--- src/rtl/user_sync_event_capture.sv ---
// Per-bit debounce filter, edge detector and sticky pending/overflow capture
// for already-synchronized level inputs, with a single OR-ed interrupt request.
module user_sync_event_capture #(
    parameter int                 WIDTH   = 8,
    parameter logic [WIDTH-1:0]   DEFAULT = {WIDTH{1'b0}},
    parameter int                 FILT_W  = 4
) (
    input  logic              clk,
    input  logic              rst_n,
    input  logic [WIDTH-1:0]  sync_in,
    input  logic [FILT_W-1:0] filt_len,
    input  logic [WIDTH-1:0]  rise_en,
    input  logic [WIDTH-1:0]  fall_en,
    input  logic [WIDTH-1:0]  clr,
    output logic [WIDTH-1:0]  level_out,
    output logic [WIDTH-1:0]  pend,
    output logic [WIDTH-1:0]  ovf,
    output logic              irq
);

    localparam logic [FILT_W-1:0] CNT_ZERO = {FILT_W{1'b0}};
    localparam logic [FILT_W-1:0] CNT_ONE  = {{(FILT_W-1){1'b0}}, 1'b1};
    localparam logic [FILT_W-1:0] CNT_MAX  = {FILT_W{1'b1}};

    logic [WIDTH-1:0]             s_q, s_d;
    logic [WIDTH-1:0][FILT_W-1:0] cnt_q, cnt_d;
    logic [WIDTH-1:0]             pend_q, pend_d;
    logic [WIDTH-1:0]             ovf_q, ovf_d;
    logic [WIDTH-1:0]             acc_rise_s, acc_fall_s;
    logic [WIDTH-1:0]             event_s;

    // Stability filter: accept a new level once it has mismatched for more than filt_len edges
    always_comb begin
        s_d        = s_q;
        cnt_d      = cnt_q;
        acc_rise_s = {WIDTH{1'b0}};
        acc_fall_s = {WIDTH{1'b0}};
        for (int i = 0; i < WIDTH; i++) begin
            if (sync_in[i] == s_q[i]) begin
                cnt_d[i] = CNT_ZERO;
            end else if (cnt_q[i] >= filt_len) begin
                // >= lets a lowered filt_len take effect on a count already in flight
                s_d[i]        = sync_in[i];
                cnt_d[i]      = CNT_ZERO;
                acc_rise_s[i] = sync_in[i];
                acc_fall_s[i] = ~sync_in[i];
            end else if (cnt_q[i] != CNT_MAX) begin
                cnt_d[i] = cnt_q[i] + CNT_ONE;
            end else begin
                cnt_d[i] = cnt_q[i];
            end
        end
    end

    // Event qualification and sticky pend/ovf update; a new event wins over clr
    always_comb begin
        event_s = (acc_rise_s & rise_en) | (acc_fall_s & fall_en);
        pend_d  = event_s | (pend_q & ~clr);
        ovf_d   = (event_s & pend_q) | (ovf_q & ~clr);
    end

    // State registers with asynchronous reset to the synchronizer's default level
    always_ff @(posedge clk or negedge rst_n) begin
        if (!rst_n) begin
            s_q    <= DEFAULT;
            cnt_q  <= {(WIDTH*FILT_W){1'b0}};
            pend_q <= {WIDTH{1'b0}};
            ovf_q  <= {WIDTH{1'b0}};
        end else begin
            s_q    <= s_d;
            cnt_q  <= cnt_d;
            pend_q <= pend_d;
            ovf_q  <= ovf_d;
        end
    end

    assign level_out = s_q;
    assign pend      = pend_q;
    assign ovf       = ovf_q;
    assign irq       = |pend_q;

endmodule

--- config.mk ---
export PLATFORM = sky130hd
export DESIGN_NAME = user_sync_event_capture
export DESIGN_NICKNAME = d
export VERILOG_FILES = /design/src/rtl/user_sync_event_capture.sv
export SDC_FILE = /design/constraint.sdc
export NUM_CORES = 1
export LEC_CHECK = 0
export CAP_MARGIN = 25
export CORE_AREA = 2 2 88 90
export CTS_CLUSTER_DIAMETER = 50
export CTS_CLUSTER_SIZE = 12
export DETAILED_ROUTE_END_ITERATION = 7
export DIE_AREA = 0 0 90 92
export PLACE_DENSITY = 0.84
export SLEW_MARGIN = 30
export SYNTH_ARGS = -nofsm -noshare
export SYNTH_HDL_FRONTEND = slang
export SYNTH_SLANG_ARGS = --single-unit
export TNS_END_PERCENT = 20
--- constraint.sdc ---
create_clock -name clk -period 1.4 [get_ports clk]
set_clock_uncertainty 0.05 [all_clocks]
set_input_delay 0.28 -clock clk [delete_from_list [all_inputs] [get_ports clk]]
set_output_delay 0.28 -clock clk [all_outputs]
set_load 0.05 [all_outputs]
# After elaboration in Yosys (flattened, before gate mapping)
# Cells that the tools add are included.
[totals] reg_bits=56 input_bits=38 out_inout_bits=25 wordCells=148
[classes] n_addsub=8 order_cmp=8 n_eq_ne=16 mux=56 bitwise=25 n_reduce_logical=17
[op_table] operator="2-to-1 mux 4 bit" count=24
[op_table] operator="bitwise AND 8 bit" count=5
[op_table] operator="adder 4 x 1 -> 4 bit, second input constant" count=8
[op_table] operator=">= comparator 4 bit" count=8
[op_table] operator="2-to-1 mux 1 bit" count=32
[op_table] operator="inequality test 4 bit, second input constant" count=8
[op_table] operator="OR 8 bit" count=3
[op_table] operator="nonzero test 3 bit" count=8
[op_table] operator="NOT 1 bit" count=16
[op_table] operator="AND reduction 2 bit" count=8
[op_table] operator="== test 1 bit" count=8
[op_table] operator="NOT 8 bit" count=1
[op_table] operator="OR reduction 8 bit" count=1

# Logic depth before layout (Yosys ltp)
# Gate-level depths: netlist of the first run.
[depth] word_depth=7 mapped_depth=5 mapped_depth_nobuf=5

# Worst setup path before layout of the first run
# Ideal clock, no wire load.
[synth_path] path_kind="reg2out" start="register pend_q[6] (netlist: pend[6])" end="output port irq" arrival_time_ns=1.214 required_time_ns=1.070 slack_ns=-0.144 stages_incl_launch_ff=3 path_buffers=0 cell_sequence="dfrtp_1 nor4_1 nand2_1"
[synth_via] elab_chain_cells=1
[synth_rtl] item="start: declaration" line_no="27" source="logic [WIDTH-1:0] pend_q, pend_d;"
[synth_rtl] item="start signal: assignment" line_no="67" source="pend_q <= {WIDTH{1'b0}};"
[synth_rtl] item="start signal: assignment" line_no="72" source="pend_q <= pend_d;"
[synth_rtl] item="OR reduction 8 bit" line_no="80" source="assign irq = |pend_q;"
[synth_rtl] item="end: declaration" line_no="18" source="output logic irq"
# No other way between the ends.

# Worst setup path in the final report of the first run
[layout_path] start="register pend_q[2] (netlist: pend[2])" end="output port irq"
# Same word-level chain as after synthesis.

==> flow_summary.yaml, run 1 <==
clock_tree:
  clock_tree.buffer_depth: 2
  insertion_delay_ns: 0.32
  cts_max_level: 2
  root_buffer: "clkbuf_8"
  cts-buffers-inserted: 5
  cts_tree: "yes"
  clk_pin_slew_worst_paths_ns: 0.11
  cts_num_sinks: 56
power:
  switching_share_pct: 41.3
  power.internal_uw: 5060
  power.total_uw: 8620
  ir_drop_mv: 1.21
  p_per_area_nw_per_um2: 1580
  combinationalPowerShare_pct: 58.1
  p_leak_uw: 0.00237
  p_seq_share_pct: 28.9
  p_clk_share_pct: 13.0
  p_switching_uw: 3560
worst_setup_path:
  worst_setup_path_end_kind: "output pin"
  cp_num_buf_inv: 2
  cp.arrival_ns: 1.44
  slowest_delay_ns: 0.45
  critPathKind: "register to output pin"
  rrSetupSlack_ns: -0.17
  cp_max_fo: 2
  worstRegToRegCells: 4
  crit_chain: "nor4_4, buf_4, nand2_4, buf_8"
  worst_r2r_startpoint: "cnt_q[19]$_DFFE_PN0P_"
  path_delay_family: "flip-flops"
  slowest_stage: "dfrtp_2"
  start_kind: "register"
  cp.required_ns: 1.07
  worstReg2RegEnd: "level_out[4]$_DFFE_PN0P_"
floorplan:
  num_rows: 32
  fp.dieArea_sq_um: 8280
  die_h_um: 92
  initial_utilization_pct: 44.9
  core_area_sq_um: 7450
  ios: 63
  die_x_um: 90
status:
  violations: "setup timing"
  status: "complete, but fails checks"
synthesis:
  yosysTopAreaCell: "dfrtp_1"
  yosysWarnings: 0
  synth_area_per_cell_sq_um: 10.5
  synthTopCellsByArea: "dfrtp_1, ha_1, nor2_1, o211ai_1, nor3b_2"
  syn_inst: 318
  yosysSeqAreaShare_pct: 41.9
  synth_nets: 396
  yosys.area.top_type_share_pct: 41.9
  netlist_area_sq_um: 3340
  ys_ff_latch: 56
  synth_cell_types: 23
route:
  drcViolationCount: 0
  viasPerCell: 5.62
  dr_total_vias: 3097
  first_iter_violations: 169
  routedWlPerCell_um: 17.8
  routed_wl_mm: 9.81
  dr.pass1.iters: 4
  drtAntennaViolNets: 0
timing:
  hold_viol: 0
  slew_viol_final: 0
  rsz0062_at_grt: "yes"
  worstMarginPinSlew_ns: 0.376
  clock.fmax_mhz: 564
  period_needed_ns: 1.77
  fin_crit_sh_pct: 127
  setup_ws_ns: -0.372
  finalSetupViolCount: 57
  tns_ns: -4.39
  slew_headroom_pct: 74.8
global_routing:
  groute.usage.overall_pct: 23.4
  antenna_found_initial: 0
  overflow: 0
  grt_pass1_wl_mm: 15.5
  grt_max_degree: 57
  grt_pass1_vias: 3251
placed_design:
  place.gp.congestion: 0.789
  dp_slack_ns: -0.825
  portBuffers: 62
  dp_hpwl_mm: 6.24
layout:
  area_growth_pct: 63.3
  diodes: 0
  fin_nets: 526
  layout_common_cells: "dfrtp_1, buf_4, clkdlybuf4s50_1"
  multi_input_area_sq_um: 2350
  seq_area_sq_um: 1410
  drive_above_1_share_pct: 41.2
  fillCellCount: 465
hold_path:
  hold_class: "input pin to async pin"
job:
  cap_violations: 0
## layer usage
metal	GRT usage, %	vias to the layer above	part of all wire, %	routed length [um]
met5	0	-	0	0
met2	44.2	118	52	5080
met1	25.2	1503	39	3850
met4	8.85	0	3.5	348
met3	5.59	29	5.5	535
li1	-	1447	-	-
## worst register-to-register path, stage by stage, from the launching register on
cell and delay [ns]:
dfrtp_1 0.43, ha_4 0.29, o211ai_1 0.12, o21ai_2 0.24
mux2_4 0.33
## per-stage QoR
stage / utilization (%) / std cells / hold WS (ns) / instance area, sq um
final: 73.3 / 551 / 0.448 / 5460
after global routing: 73.3 / 551 / 0.464 / 5460
after CTS: 69.9 / 544 / 0.445 / 5210
after detailed placement: 62.3 / 522 / 0.258 / 4640
after global placement: 62.3 / 522 / 0.248 / 4640
after floorplan: - / 318 / -0.0656 / 3350
## what timing repair did
| item | in CTS | in global routing |
|---|---|---|
| resized for setup | 56 | 35 |
| hold buffers | 1 | 0 |
| endpoints found under the hold margin | 56 | 0 |
| setup buffers | 13 | 7 |
| pin swaps | 57 | 26 |
| setup endpoints to repair | 57 | 60 |
## layout make-up
| cell class | instances | share of cell area (%) |
|---|---|---|
| multi-input combinational | 243 | 43.0 |
| sequential | 56 | 25.8 |
| timing repair buffer | 123 | 25.2 |
| tap | 102 | 2.34 |
| inverter | 19 | 1.51 |
| clock buffer | 5 | 1.26 |
| clock inverter | 3 | 0.848 |
## power by group through the flow
stage / registers, uW / logic (uW) / clock network, uW
final: 2490 / 5010 / 1120
after global routing: 2550 / 5350 / 1200
after CTS: 2470 / 4500 / 1130
after detailed placement: 2450 / 4010 / 0
after global placement: 2420 / 3810 / 0
after floorplan: 3040 / 1560 / 0
## how the worst max path moves through the flow
stage / from / end / slack [ns] / depth (start not counted)
after floorplan: cnt_q[16]$_DFFE_PN0P_ / level_out[4]$_DFFE_PN0P_ / -0.08 / 5
after global placement: filt_len[1] / cnt_q[2]$_DFFE_PN0P_ / -0.69 / 6
after detailed placement: filt_len[3] / cnt_q[18]$_DFFE_PN0P_ / -0.82 / 6
after CTS: pend[7]$_DFF_PN0_ / irq / -0.34 / 4
after global routing: pend[2]$_DFF_PN0_ / irq / -0.40 / 4
final: pend[2]$_DFF_PN0_ / irq / -0.37 / 4
## logic make-up (layout without fill, tap and decap cells)
group | count (synthesis) | count (layout) | share of synthesized area, %
compound gates | 64 | 64 | 14.1
xor+xnor | 16 | 16 | 4.19
fa+ha+maj | 40 | 40 | 15.0
buf+inv | 19 | 150 | 2.13
flops | 56 | 56 | 41.9
mux | 16 | 16 | 5.43
simple gates | 107 | 107 | 17.3
## Yosys cell counts
cell type   n
nand2_1    17
o211ai_1   16
a21oi_1     8
o21ai_0     8
nor3b_2     8
dfrtp_1    56
a31oi_1     8
xor2_1      8
nand3b_1    8
nor2_1     32
a22o_1      8
ha_1       40
nor3b_1     8
o21ai_2     8
nor3_1     16
nor4_1      2
mux2i_1     8
nand3_1    16
a32o_1      8
mux2_2      5
inv_1      19
mux2_4      3
xnor2_1     8
## registers in the layout, summed over array words and instances (netlist names)
| name | count |
|---|---|
| cnt_q | 32 |
| level_out | 8 |
| ovf | 8 |
| pend | 8 |
No activity file was read; power rests on OpenSTA's default activity.
==> run 2, diff against run 1 <==
--- a/config.mk
+++ b/config.mk
@@ -18,2 +18,2 @@
 export SYNTH_SLANG_ARGS = --single-unit
-export TNS_END_PERCENT = 20
+export TNS_END_PERCENT = 50
--- a/constraint.sdc
+++ b/constraint.sdc
@@ -4,2 +4,2 @@
 set_output_delay 0.28 -clock clk [all_outputs]
-set_load 0.05 [all_outputs]
+set_load 0.01 [all_outputs]
==> flow_summary.yaml, run 2 (synthesis gave the netlist of run 1 again) <==
status:
  status: "complete, but fails checks"
  violations: "setup timing"
global_routing:
  antenna_found_initial: 0
  grt_pass1_wl_mm: 17.0
  overflow: 0
  groute.usage.overall_pct: 26.1
  grt_max_degree: 57
  grt_pass1_vias: 3329
route:
  viasPerCell: 5.79
  routedWlPerCell_um: 20.7
  drcViolationCount: 0
  routed_wl_mm: 11.9
  dr_total_vias: 3332
  drtAntennaViolNets: 0
  first_iter_violations: 157
  dr.pass1.iters: 4
worst_setup_path:
  crit_chain: "nor4_4, buf_4, nand2_2, buf_6"
  worstSetupStartpoint: "pend[2]$_DFF_PN0_"
  worst_r2r_startpoint: "cnt_q[23]$_DFFE_PN0P_"
  worstReg2RegEnd: "level_out[5]$_DFFE_PN0P_"
  critPathKind: "register to output pin"
  rrSetupSlack_ns: -0.22
  path_delay_family: "flip-flops"
  worstRegToRegCells: 5
  cp_max_fo: 2
  slowest_stage: "dfrtp_1"
  cp_num_cells: 4
  cp.required_ns: 1.07
  slowest_delay_ns: 0.45
  worst_setup_path_end_kind: "output pin"
  cp_num_buf_inv: 2
  crit_end: "irq"
  cp.arrival_ns: 1.47
  start_kind: "register"
layout:
  layout_common_cells: "buf_4, dfrtp_1, clkdlybuf4s50_1"
  area_growth_pct: 65.3
  diodes: 0
  top_register: "cnt_q"
  instances_no_fill: 575
  stdcell_area_sq_um: 5530
  fin_nets: 550
  fillCellCount: 457
  drive_above_1_share_pct: 44.6
  layout.cells.most_common: "buf_4"
  largest_reg_flops: 32
floorplan:
  initial_utilization_pct: 44.9
  ios: 63
  die_h_um: 92
  die_x_um: 90
  num_rows: 32
  core_area_sq_um: 7450
  fp.dieArea_sq_um: 8280
timing:
  finalSetupViolCount: 56
  period_needed_ns: 1.80
  rsz0062_at_grt: "yes"
  slew_viol_final: 0
  worstMarginPinSlew_ns: 0.445
  setup_ws_ns: -0.402
  slew_headroom_pct: 70.3
  fin_crit_sh_pct: 129
  tns_ns: -5.87
  hold_viol: 0
  clock.fmax_mhz: 555
clock_tree:
  root_buffer: "clkbuf_8"
  cts-buffers-inserted: 5
  cts_num_sinks: 56
  cts_tree: "yes"
  insertion_delay_ns: 0.33
  clk_pin_slew_worst_paths_ns: 0.11
  cts_max_level: 2
  clock_tree.buffer_depth: 2
power:
  ir_drop_mv: 0.804
  p_leak_uw: 0.00244
  p_per_area_nw_per_um2: 1480
placed_design:
  portBuffers: 62
  dp_hpwl_mm: 6.08
  dp_slack_ns: -0.803
  placed_area_sq_um: 4460
  dp_cells: 530
  place.gp.congestion: 0.826
hold_path:
  hold_class: "input pin to async pin"
job:
  cap_violations: 0
==> run 2: area by class of cell <==
class | count | area [sq um] | share of cell area, %
inverters | 19 | 83.8 | 1.52
multi-input cells | 243 | 2550 | 46.1
well taps | 102 | 128 | 2.31
clock buffers | 8 | 90.1 | 1.63
repair buffers | 147 | 1270 | 23.1
flip-flops and latches | 56 | 1400 | 25.4
==> run 2: timing repair <==
action / CTS / global route
pin swaps: 64 / 35
gates cloned: 0 / 0
setup endpoints to repair: 81 / 62
gates resized for setup: 122 / 63
setup buffers: 25 / 12
hold buffers: 1 / 0
hold endpoints to repair: 56 / 0
==> run 2: where the power goes <==
group,switching [uW],internal (uW)
clock network,564,406
logic,2360,2510
registers,352,2010
==> run 2: per-stage QoR <==
step / hold slack (ns) / util (%) / total power [uW]
floorplan: -0.0656 / - / 4000
global placement: 0.254 / 59.9 / 5350
detailed placement: 0.259 / 59.9 / 5550
CTS: 0.445 / 68.9 / 7040
global route: 0.454 / 74.2 / 8610
finish: 0.422 / 74.2 / 8200
==> run 2: worst reg2reg max path, cell delays in order, from the launching register on <==
cell and delay, ns:
dfrtp_1 0.44, ha_4 0.29, o211ai_1 0.08, buf_4 0.16, o21ai_4 0.18, mux2_4 0.32
==> run 2: worst min-delay path by stage <==
stage	startpoint	slack, ns	to
2_1_floorplan	rst_n	-0.07	cnt_q[0]$_DFFE_PN0P_
5_1_grt	rst_n	0.45	cnt_q[6]$_DFFE_PN0P_
4_1_cts	ovf[6]$_DFF_PN0_	0.45	ovf[6]$_DFF_PN0_
3_3_place_gp	rst_n	0.25	level_out[1]$_DFFE_PN0P_
3_5_place_dp	rst_n	0.26	pend[0]$_DFF_PN0_
6_report	rst_n	0.42	cnt_q[6]$_DFFE_PN0P_
==> run 2: routing by layer <==
layer  up-vias  track usage [%]  share of wire (%)
li1       1477                -                  -
met1      1655             30.4                 37
met2       138             47.7                 53
met3        62             4.19                4.5
met4         0             11.2                5.7
met5         -                0                  0
